$ cat src/rtl/i2c_slave_stream.sv
// I2C target with a fixed 7-bit address: write bytes leave on a ready/valid stream,
// read bytes are fetched from a ready/valid stream. Open-drain SDA, no clock stretching.
module i2c_slave_stream #(
   parameter int         DATA_DEPTH = 8,
   parameter logic [6:0] SLAVE_ADDR = 7'h42
) (
   input  logic                  i_clk,
   input  logic                  i_rst,
   input  logic                  i_scl,
   input  logic                  i_sda,
   output logic                  o_sda_oe,
   output logic                  o_sda,
   output logic [DATA_DEPTH-1:0] o_rx_bits,
   output logic                  o_rx_valid,
   input  logic                  i_rx_ready,
   input  logic [DATA_DEPTH-1:0] i_tx_bits,
   input  logic                  i_tx_valid,
   output logic                  o_tx_ready,
   output logic                  o_busy,
   output logic                  o_underflow
);

   typedef enum logic [2:0] {
      IDLE, ADDR, ADDR_ACK, WR_DATA, WR_ACK, RD_DATA, RD_ACK, WAIT_STOP
   } state_t;

   localparam logic [3:0] LAST_BIT = 4'(DATA_DEPTH - 1);
   localparam logic [3:0] ACK_SLOT = 4'(DATA_DEPTH);

   state_t                state, state_n;
   logic [3:0]            bit_cnt, cnt_n;
   logic [DATA_DEPTH-1:0] shift, shift_n;
   logic [DATA_DEPTH-1:0] rx_bits_n;
   logic                  sda_oe, oe_n;
   logic                  ack_ok, ack_n;
   logic                  rw, rw_n;
   logic                  rx_valid_n;
   logic                  tx_fetch;
   logic                  scl_s1, scl_s2, scl_d;
   logic                  sda_s1, sda_s2, sda_d;
   logic                  scl_rise, scl_fall, start_det, stop_det, rx_free;

   // Synchronizers idle high so a reset never fabricates a bus event.
   always_ff @(posedge i_clk) begin
      if (i_rst) begin
         {scl_s1, scl_s2, scl_d} <= 3'b111;
         {sda_s1, sda_s2, sda_d} <= 3'b111;
      end else begin
         {scl_s1, scl_s2, scl_d} <= {i_scl, scl_s1, scl_s2};
         {sda_s1, sda_s2, sda_d} <= {i_sda, sda_s1, sda_s2};
      end
   end

   assign scl_rise  = scl_s2 & ~scl_d;
   assign scl_fall  = ~scl_s2 & scl_d;
   assign start_det = scl_s2 & scl_d & sda_d & ~sda_s2;
   assign stop_det  = scl_s2 & scl_d & ~sda_d & sda_s2;
   assign rx_free   = ~o_rx_valid | i_rx_ready;

   always_ff @(posedge i_clk) begin
      if (i_rst) begin
         state      <= IDLE;
         bit_cnt    <= '0;
         shift      <= '0;
         sda_oe     <= 1'b0;
         ack_ok     <= 1'b0;
         rw         <= 1'b0;
         o_rx_bits  <= '0;
         o_rx_valid <= 1'b0;
      end else begin
         state      <= state_n;
         bit_cnt    <= cnt_n;
         shift      <= shift_n;
         sda_oe     <= oe_n;
         ack_ok     <= ack_n;
         rw         <= rw_n;
         o_rx_bits  <= rx_bits_n;
         o_rx_valid <= rx_valid_n;
      end
   end

   // In the ACK states bit_cnt==ACK_SLOT means "waiting for the fall that opens the slot".
   always_comb begin
      state_n    = state;
      cnt_n      = bit_cnt;
      shift_n    = shift;
      oe_n       = sda_oe;
      ack_n      = ack_ok;
      rw_n       = rw;
      rx_bits_n  = o_rx_bits;
      rx_valid_n = o_rx_valid & ~i_rx_ready;
      tx_fetch   = 1'b0;
      if (start_det) begin
         state_n = ADDR;
         cnt_n   = '0;
         oe_n    = 1'b0;
      end else if (stop_det) begin
         state_n = IDLE;
         cnt_n   = '0;
         oe_n    = 1'b0;
      end else begin
         case (state)
            ADDR: if (scl_rise) begin
               shift_n = {shift[DATA_DEPTH-2:0], sda_s2};
               cnt_n   = bit_cnt + 4'd1;
               if (bit_cnt == LAST_BIT) begin
                  rw_n    = sda_s2;
                  state_n = (shift[6:0] == SLAVE_ADDR) ? ADDR_ACK : WAIT_STOP;
               end
            end
            ADDR_ACK: if (scl_fall) begin
               cnt_n = '0;
               if (bit_cnt == ACK_SLOT) begin
                  oe_n = 1'b1;
               end else if (rw) begin
                  tx_fetch = 1'b1;
                  state_n  = RD_DATA;
               end else begin
                  oe_n    = 1'b0;
                  state_n = WR_DATA;
               end
            end
            WR_DATA: if (scl_rise) begin
               shift_n = {shift[DATA_DEPTH-2:0], sda_s2};
               cnt_n   = bit_cnt + 4'd1;
               if (bit_cnt == LAST_BIT) begin
                  state_n = WR_ACK;
                  ack_n   = rx_free;
                  if (rx_free) begin
                     rx_bits_n  = {shift[DATA_DEPTH-2:0], sda_s2};
                     rx_valid_n = 1'b1;
                  end
               end
            end
            WR_ACK: if (scl_fall) begin
               cnt_n = '0;
               if (bit_cnt == ACK_SLOT) begin
                  oe_n = ack_ok;
               end else begin
                  oe_n    = 1'b0;
                  state_n = ack_ok ? WR_DATA : WAIT_STOP;
               end
            end
            RD_DATA: begin
               if (scl_rise) begin
                  shift_n = {shift[DATA_DEPTH-2:0], 1'b1};
                  cnt_n   = bit_cnt + 4'd1;
               end else if (scl_fall) begin
                  if (bit_cnt == ACK_SLOT) begin
                     oe_n    = 1'b0;
                     cnt_n   = '0;
                     state_n = RD_ACK;
                  end else begin
                     oe_n = ~shift[DATA_DEPTH-1];
                  end
               end
            end
            RD_ACK: begin
               if (scl_rise) begin
                  if (!sda_s2) cnt_n = ACK_SLOT;
                  else state_n = WAIT_STOP;
               end else if (scl_fall && bit_cnt == ACK_SLOT) begin
                  cnt_n    = '0;
                  tx_fetch = 1'b1;
                  state_n  = RD_DATA;
               end
            end
            default: oe_n = 1'b0;
         endcase
      end
      // A fetch also puts the new MSB on the bus straight away.
      if (tx_fetch) begin
         shift_n = i_tx_valid ? i_tx_bits : '1;
         oe_n    = ~shift_n[DATA_DEPTH-1];
      end
   end

   assign o_sda       = 1'b0;
   assign o_sda_oe    = sda_oe;
   assign o_tx_ready  = tx_fetch;
   assign o_underflow = tx_fetch & ~i_tx_valid;
   assign o_busy      = (state == ADDR_ACK) || (state == WR_DATA) || (state == WR_ACK) ||
                        (state == RD_DATA)  || (state == RD_ACK);

endmodule

$ cat config.mk
export PLATFORM = sky130hd
export DESIGN_NAME = i2c_slave_stream
export DESIGN_NICKNAME = d
export VERILOG_FILES = /design/src/rtl/i2c_slave_stream.sv
export SDC_FILE = /design/constraint.sdc
export NUM_CORES = 1
export LEC_CHECK = 0
export BUFFER_PORTS_ARGS = -buffer_cell sky130_fd_sc_hd__buf_2
export CORE_MARGIN = 3
export CORE_UTILIZATION = 33
export DETAILED_ROUTE_END_ITERATION = 8
export SYNTH_ARGS = -nofsm -noshare
export SYNTH_HDL_FRONTEND = slang
export SYNTH_SLANG_ARGS = --single-unit
$ cat constraint.sdc
create_clock -name i_clk -period 2.37 [get_ports i_clk]
set_input_delay 0.474 -clock i_clk [delete_from_list [all_inputs] [get_ports i_clk]]
set_output_delay 0.474 -clock i_clk [all_outputs]
set_load 0.01 [all_outputs]
Yosys cells after proc, flatten, opt, wreduce, memory -nomap -nowiden
Cells that the tools add are included.
Storage, ports and cells
  output and inout port bits: 14
  bits of input ports: 14
  register bits: 33
  logic and storage cells: 170
Cells by class
  multiplexer cells: 62
  bitwise logic cells: 21
  eq/ne operators: 50
  $add $sub $neg: 1
  reduce and logical (&&, ||, !) cells: 21
Operator list (number)
  two-way mux 3 bit: 17
  two-way mux 8 bit: 6
  != test 4 bit (second input constant): 11
  two-way mux 4 bit: 8
  != test 5 bit (second input constant): 6
  AND reduction 14 bit: 2
  two-way mux 1 bit: 26
  != test 2 bit (second input constant): 13
  != test 3 bit (second input constant): 6
  case mux 3 bit (6 select lines): 1
  case mux 4 bit (4 select lines): 1
  case mux 8 bit (2 select lines): 1
  AND reduction 5 bit: 3
  AND reduction 6 bit: 2
  inverter 1 bit: 11
  AND 1 bit: 9
  == test 3 bit (second input constant): 3
  nonzero test 8 bit: 1
  == test 7 bit (second input constant): 1
  AND reduction 7 bit: 1
  == test 3 x 2 -> 1 bit (second input constant): 2
  != test 6 bit (second input constant): 1
  nonzero test 6 bit: 1
  OR reduction 3 bit: 2
  other kinds (15): 20

Logic depth before layout (Yosys ltp)
Gate-level depths: netlist of run 1.
  depth after elaboration: 10
  mapped depth: 9
  gate-level depth less buffers: 8

Worst setup path after synthesis of run 1
No wires, ideal clock.
  kind: reg-to-reg
  start point: reg scl_s2
  end point: reg bit_cnt[2]
  stages on the path, launching flop included: 8
  buffers on the path: 0
  data required time: 2.300 ns
  period minus slack after synthesis: 1.962 ns
  arrival: 1.892 ns
  library setup time: 0.070 ns
  slack: 0.408 ns
  cells stage by stage: dfxtp_1 -> inv_1 -> ha_1 -> or2b_1 -> a32oi_2 -> o2111ai_4 -> or4b_1 -> a21oi_1
Between the ends
  longest elaborated chain between the ends: 5
  elaborated cells between the ends (all ways): 20
  classes of those cells: eq/ne: 6; mux: 3; bitwise: 8; reduce/logical: 3
RTL lines
  start, declared: line 39  | logic scl_s1, scl_s2, scl_d;
  start signal, assigned: line 49  | {scl_s1, scl_s2, scl_d} <= {i_scl, scl_s1, scl_s2};
  inverter 1 bit: line 55  | assign scl_fall = ~scl_s2 & scl_d;
  AND 1 bit: line 55
  logical AND 1 bit: line 162  | end else if (scl_fall && bit_cnt == ACK_SLOT) begin
  != test 3 bit (no source line)
  AND reduction 7 bit (no source line)
  end signal, assigned: line 72  | bit_cnt <= cnt_n;
  end, declared: line 31  | logic [3:0] bit_cnt, cnt_n;
Parallel ways exist; a longest one is shown, timed or not.
A chain may end at the register's enable or synchronous reset.

Worst setup path in the final report of run 1
  start point: reg bit_cnt[0]
  end point: out o_underflow
Between the ends
  longest elaborated chain between the ends: 8
  elaborated cells between the ends (all ways): 10
  classes of those cells: eq/ne: 1; mux: 7; bitwise: 1; reduce/logical: 1
RTL lines
  == test 4 bit *: line 113, 162
  logical AND 1 bit: line 162
  two-way mux 1 bit: line 162
  two-way mux 1 bit: line 159  | if (scl_rise) begin
  case mux 1 bit (2 select lines) *: line 102  | case (state)
  two-way mux 1 bit *: line 97  | end else if (stop_det) begin
  two-way mux 1 bit *: line 93  | if (start_det) begin
  AND 1 bit *: line 181  | assign o_underflow = tx_fetch & ~i_tx_valid;
  end, declared: line 20  | output logic o_underflow
Mark *: on every way between the ends. The rest lies on a longest branch, timed or not.

==> run_results.csv, run 1 <==
group,metric,value,unit
final_layout,layout_commonest_cell,"dfxtp_1",
timing,setup_viol,0,
timing,fin_crit_sh,0.962,
timing,grt_setup_unrepaired,"no",
power,p_sw_frac,0.254,
grt,gr-total-overflow,0,
critical_path,slowest_delay,0.39,ns
timing,setup_ws,0.0893,ns
die,core_area,5570,µm²
placed_design,dp.cells,304,
placed_design,io_buffers,26,
yosys,synth-edff-count,0,
clocking,clk_pin_slew_worst_paths,0.07,ns
final_layout,final_cell_mix,"dfxtp_1, buf_2, nor2_1",
grt,grt-busiest-layer,"met1",
yosys,synth-seq-area-share,0.345,
yosys,synth_top_family_by_area,"simple AND/OR/NAND/NOR gates",
die,ios,28,
die,die_w,82.2,µm
routing,ant_nets,0,
final_layout,drive_gt1_frac,0.263,
yosys,syn_nets,229,
timing,max_slew_margin,0.636,
clocking,clockRootBuffer,"clkbuf_8",
timing,finalMaxSlewViolations,0,
clocking,cts_hold_buf,0,
timing,fin_tns_setup,0,ns
routing,route.detailed.drc,0,
critical_path,cp_data_required_time,1.90,ns
critical_path,endpoint_kind,"output port",
timing,tightest_slew,0.546,ns
run_status,outcome,"finished clean",
final_layout,fin_cells,315,
die,die_h,82.2,µm
final_layout,antenna_cells,0,
clocking,clock_latency,0.30,ns
critical_path,crit_type,"register to output port",
clocking,htreeDepth,2,
power,p_int,0.000940,W
grt,grt_use_total,0.137,
yosys,synth_compound_area_frac,0.199,
placed_design,hpwl,3090,µm
routing,wl,4270,µm
final_layout,utilization,0.405,
routing,firstDrtPassIters,4,
power,vdd_drop_max,0.316,mV
yosys,synthCells,210,
grt,gr-usage-met3,0.0423,
grt,grt_pass1_vias,1413,
power,switchingPower,0.000321,W
placed_design,place.gp.congestion,0.821,
die,initial_core_util,0.344,
grt,grt_pass1_wl,6970,µm
routing,routedWlPerCell,13.6,µm
grt,grt_use_met1,0.193,
grt,grt_util_met2,0.186,
yosys,synth_area_leaders,"dfxtp_1, mux2i_1, nor2_1",
clocking,cts.sinks,33,
clocking,cts_tree,"yes",
yosys,synthMuxAreaShare,0.0895,
routing,dr_total_vias,1610,
routing,vias_per_cell,5.11,
clocking,clock_path_buffers,2,
run,cap_violations,0,
die,die_area,6760,µm²
final_layout,area_growth,17.8,%
power,clock_power_share,0.438,
grt,grt_start_max_net_pins,20,
placed_design,pre_cts_ws,0.272,ns
yosys,synth_cell_types,57,
power,seqPwrFrac,0.460,
yosys,syn-cell-area,1920,µm²
final_layout,nets,261,
routing,drt_iter0_markers,210,
yosys,ys_warn_count,0,
grt,antenna_found_initial,0,
clocking,numCtsBuffers,5,
yosys,synthAdderAreaFrac,0.0327,
yosys,synthFlopType,"dfxtp_1",
critical_path,crit_fanout,5,
timing,hold_slack,0.363,ns
critical_path,slowest_stage,"a211o_1",
min_path,min_path_type,"primary input to register",
yosys,synth_top_area_share,0.345,
yosys,yosys.area.top_type,"dfxtp_1",
power,power_density,558,nW/µm²
yosys,synth-simple-area-share,0.261,
power,pwr-share-comb,0.102,
timing,fin_skew,0.0117,ns
die,floorplan.rows,27,
power,p_leak,0.861,nW
yosys,synthArstFlopShare,0,
critical_path,arrival,1.81,ns
timing,post-route-min-period,2.28,ns
critical_path,crit_chain,"inv_1 -> ha_2 -> and3b_1 -> nand3b_1 -> a211o_1 -> nor2_1 -> buf_2",
yosys,synth_seq_cells,33,
timing,finalHoldViolations,0,
critical_path,critPathLaunchType,"register",
timing,fmax,438,MHz
yosys,syn_area_per_cell,9.12,µm²
yosys,synth-xor-area-share,0.0131,
## stage by stage
| stage | cell area [µm²] | total power [W] |
|---|---|---|
| 6_report | 2260 | 0.00126 |
| 5_1_grt | 2260 | 0.00132 |
| 4_1_cts | 2240 | 0.00127 |
| 3_5_place_dp | 2110 | 0.000720 |
| 3_3_place_gp | 2110 | 0.000720 |
| 2_1_floorplan | 1920 | 0.000685 |
## cell type report
| type | instances | area, µm² |
|---|---|---|
| Tap cell | 72 | 90.1 |
| Clock buffer | 5 | 68.8 |
| Inverter | 8 | 30.0 |
| Fill cell | 563 | 3320 |
| Multi-Input combinational cell | 157 | 1150 |
| Sequential cell | 33 | 662 |
| Clock inverter | 3 | 46.3 |
| Timing Repair Buffer | 37 | 213 |
## critical path, delay by kind of cell, from the launching register on
family                   cells  cell delay, ns
AND/OR/NAND/NOR              3            0.39
AO/OA/AOI/OAI                1            0.39
flip-flops                   1            0.34
buffers and inverters        2            0.19
adder cells (fa/ha/maj)      1            0.19
## state kept, by name (all words and copies together), names as in the netlist, 3 cells and up
| register | count |
|---|---|
| bit_cnt | 4 |
| o_rx_bits | 8 |
| state | 3 |
| shift | 8 |
## cells by family (layout without fill, tap and decap cells)
logic type,after synthesis,after routing
AND/OR/NAND/NOR,84,84
AO/OA/AOI/OAI,48,48
flip-flops,33,33
buffers and inverters,20,53
multiplexers,17,17
adder cells (fa/ha/maj),5,5
XOR/XNOR,2,2
other,1,1
## power groups by stage
| stage | Combinational, W | Sequential, W | Clock (W) |
|---|---|---|---|
| global placement | 0.000128 | 0.000592 | 0 |
| floorplan | 0.000102 | 0.000583 | 0 |
| global route | 0.000144 | 0.000581 | 0.000593 |
| detailed placement | 0.000128 | 0.000592 | 0 |
| finish | 0.000129 | 0.000579 | 0.000552 |
| CTS | 0.000128 | 0.000579 | 0.000565 |
## path summary, 6_finish.rpt
check        cells past startpoint  slack, ns       start     endpoint
max                              7       0.09  bit_cnt[0]  o_underflow
min                              2       0.36       i_sda       sda_s1
max reg2reg                      7       0.26      scl_s2   bit_cnt[2]
min reg2reg                      1       0.41      scl_s1       scl_s2
## synth_stat cells (all sizes together) (3+ instances only)
cell	n
or2	6
o2bb2ai	8
dfxtp	33
nor2b	8
nand3	4
clkbuf	3
a21oi	12
o21ai	6
nor2	19
nand2b	12
nand2	11
buf	9
ha	5
inv	8
mux2i	16
a211o	4
nand3b	5
## routing by layer
metal  vias up  share of wire  routed length [µm]
met5         -              0                   0
met4         0          0.023                 100
met3        10          0.049                 211
met2        49           0.43                1850
met1       734           0.49                2110
li1        817              -                   -
## repair_timing
action / CTS / global route
endpoints found under the hold margin: 0 / 0
buffers inserted: 1 / 2
gates cloned: 0 / 0
resized for setup: 0 / 3
setup endpoints to repair: 1 / 2
pin swaps: 1 / 1
Note: power is estimated with default switching activity, not from simulation.
==> run 2: changes to the inputs <==
Settings changed: ABC_AREA set to 1.
==> run 2 against run 1 <==
Compared with the run above: cell area grew 4.7%; sequential share of layout area shrank 1.3 points; synthesized area grew 9.4%.
==> run_results.csv, run 2 <==
group,metric,value,unit
clocking,htreeDepth,2,
yosys,syn_nets,347,
critical_path,crit_chain,"inv_1 -> ha_1 -> inv_2 -> nand3_2 -> nand2_8 -> nand2_4 -> nor2_1 -> buf_2",
power,seqPwrFrac,0.356,
yosys,synthArstFlopShare,0,
critical_path,crit_type,"register to output port",
power,p_sw_frac,0.438,
yosys,synth-seq-area-share,0.315,
clocking,cts.sinks,33,
critical_path,endpoint_kind,"output port",
yosys,synthCells,328,
final_layout,fillers,669,
routing,vias_per_cell,4.55,
yosys,synth_top_area_share,0.315,
power,pwr-share-comb,0.436,
routing,dr_total_vias,1953,
grt,antenna_found_initial,0,
timing,fmax,451,MHz
final_layout,nets,372,
min_path,whs_path_depth,2,
timing,fin_skew,0.00461,ns
yosys,yosys.area.top_type,"dfxtp_1",
final_layout,fin_cells,429,
placed_design,dp.cells,421,
power,switchingPower,0.000871,W
final_layout,layout_commonest_cell,"nand2_1",
timing,tightest_slew,0.580,ns
min_path,min_path_type,"primary input to register",
routing,routedWlPerCell,11.4,µm
die,initial_core_util,0.348,
clocking,post_cts.repair.setup_buffers,0,
timing,max_slew_margin,0.613,
grt,grt_pass1_wl,8490,µm
clocking,cts_hold_buf,0,
yosys,ys_warn_count,0,
placed_design,place.gp.congestion,0.917,
final_layout,antenna_cells,0,
grt,gr-total-overflow,0,
clocking,cts_tree,"yes",
routing,drt_iter0_markers,112,
clocking,clock_latency,0.29,ns
timing,finalMaxSlewViolations,0,
die,die_area,7340,µm²
timing,fin_tns_setup,0,ns
grt,grt_start_max_net_pins,22,
power,power_density,841,nW/µm²
timing,fin_crit_sh,0.936,
die,die_w,85.7,µm
die,ios,28,
run_status,outcome,"finished clean",
clocking,clk_pin_slew_worst_paths,0.07,ns
yosys,synth_seq_cells,33,
timing,setup_viol,0,
clocking,clock_path_buffers,2,
yosys,syn-cell-area,2100,µm²
power,clock_power_share,0.209,
final_layout,area_growth,12.8,%
yosys,syn_area_per_cell,6.39,µm²
yosys,synthFlopType,"dfxtp_1",
power,p_leak,1.14,nW
clocking,numCtsBuffers,5,
yosys,synth_most_common_cell,"nand2_1",
critical_path,r2r_cells,10,
timing,finalHoldViolations,0,
critical_path,arrival,1.74,ns
placed_design,io_buffers,26,
die,floorplan.rows,28,
routing,firstDrtPassIters,4,
timing,post-route-min-period,2.22,ns
final_layout,drive_gt1_frac,0.189,
final_layout,reg_top3,"o_rx_bits (8), shift (8), bit_cnt (4)",
die,core_area,6030,µm²
critical_path,cp_data_required_time,1.90,ns
clocking,clockRootBuffer,"clkbuf_8",
routing,route.detailed.drc,0,
grt,grt_use_total,0.144,
final_layout,final_cell_mix,"nand2_1, nor2_1, inv_1",
yosys,synth-edff-count,0,
routing,ant_nets,0,
critical_path,critPathLaunchType,"register",
critical_path,slowest_delay,0.36,ns
power,vdd_drop_max,0.475,mV
critical_path,slowest_stage,"dfxtp_1",
yosys,synth_area_leaders,"dfxtp_1, nand2_1, nor2_1",
critical_path,crit_fanout,14,
yosys,synth_common_cells,"nand2_1, nor2_1, dfxtp_1, inv_1, nand3_1",
die,die_h,85.7,µm
power,p_int,0.00112,W
placed_design,hpwl,3850,µm
grt,grt_pass1_vias,1847,
yosys,synth_cell_types,35,
clocking,cts_resized,0,
routing,wl,4880,µm
run,cap_violations,0,
## run 2: final cells by class
type | count | area, µm² | area share
Clock inverter | 3 | 17.5 | 0.00741
Inverter | 38 | 145 | 0.0614
Sequential cell | 33 | 663 | 0.281
Clock buffer | 5 | 68.8 | 0.0291
Tap cell | 75 | 93.8 | 0.0397
Timing Repair Buffer | 26 | 130 | 0.0551
Multi-Input combinational cell | 249 | 1240 | 0.527
## run 2: routing by layer
metal	vias to the layer above	wire length, µm	global-route usage
met3	7	205	0.0346
met2	37	2080	0.218
met5	-	0	0
met4	0	66	0.0446
met1	838	2530	0.201
li1	1071	-	-
## run 2: worst max-delay path, delay by kind of cell (launching register included)
kind | cells | cell delay (ns)
buffers and inverters | 3 | 0.33
adders and majority gates | 1 | 0.27
and+or+nand+nor | 4 | 0.49
DFF | 1 | 0.36
## run 2: power by group through the flow
| stage | sequential [W] | combinational, W | clock [W] |
|---|---|---|---|
| 4_1_cts | 0.000702 | 0.000868 | 0.000435 |
| 3_5_place_dp | 0.000714 | 0.000863 | 0 |
| 2_1_floorplan | 0.000666 | 0.000735 | 0 |
| 5_1_grt | 0.000717 | 0.000996 | 0.000465 |
| 6_report | 0.000707 | 0.000866 | 0.000414 |
| 3_3_place_gp | 0.000711 | 0.000865 | 0 |
## run 2: per-stage QoR
step | setup WS (ns) | cell area (µm²) | hold slack [ns] | utilization | power [W]
floorplan | 0.426 | 2100 | 0.389 | - | 0.00140
global placement | 0.405 | 2260 | 0.394 | 0.375 | 0.00158
detailed placement | 0.395 | 2260 | 0.398 | 0.375 | 0.00158
CTS | 0.0717 | 2350 | 0.357 | 0.390 | 0.00201
global route | -0.00942 | 2360 | 0.354 | 0.392 | 0.00218
finish | 0.151 | 2360 | 0.367 | 0.392 | 0.00199
## run 2: worst paths after layout
path | slack, ns | end | from
min | 0.37 | sda_s1 | i_sda
min reg2reg | 0.41 | sda_s2 | sda_s1
max | 0.15 | o_underflow | scl_d
max reg2reg | 0.48 | shift[6] | scl_d
## run 2: cells by family (layout without fill, tap and decap cells)
group                      count (synthesis)  in the layout  share of synthesized area
AOI/OAI and AO/OA                         24             24                     0.0663
xor gates and xnor gates                   1              1                    0.00418
adders and majority gates                  5              5                     0.0299
buffers and inverters                     46             72                     0.0967
DFF                                       33             33                      0.315
other                                      1              1                    0.00179
and+or+nand+nor                          218            218                      0.486
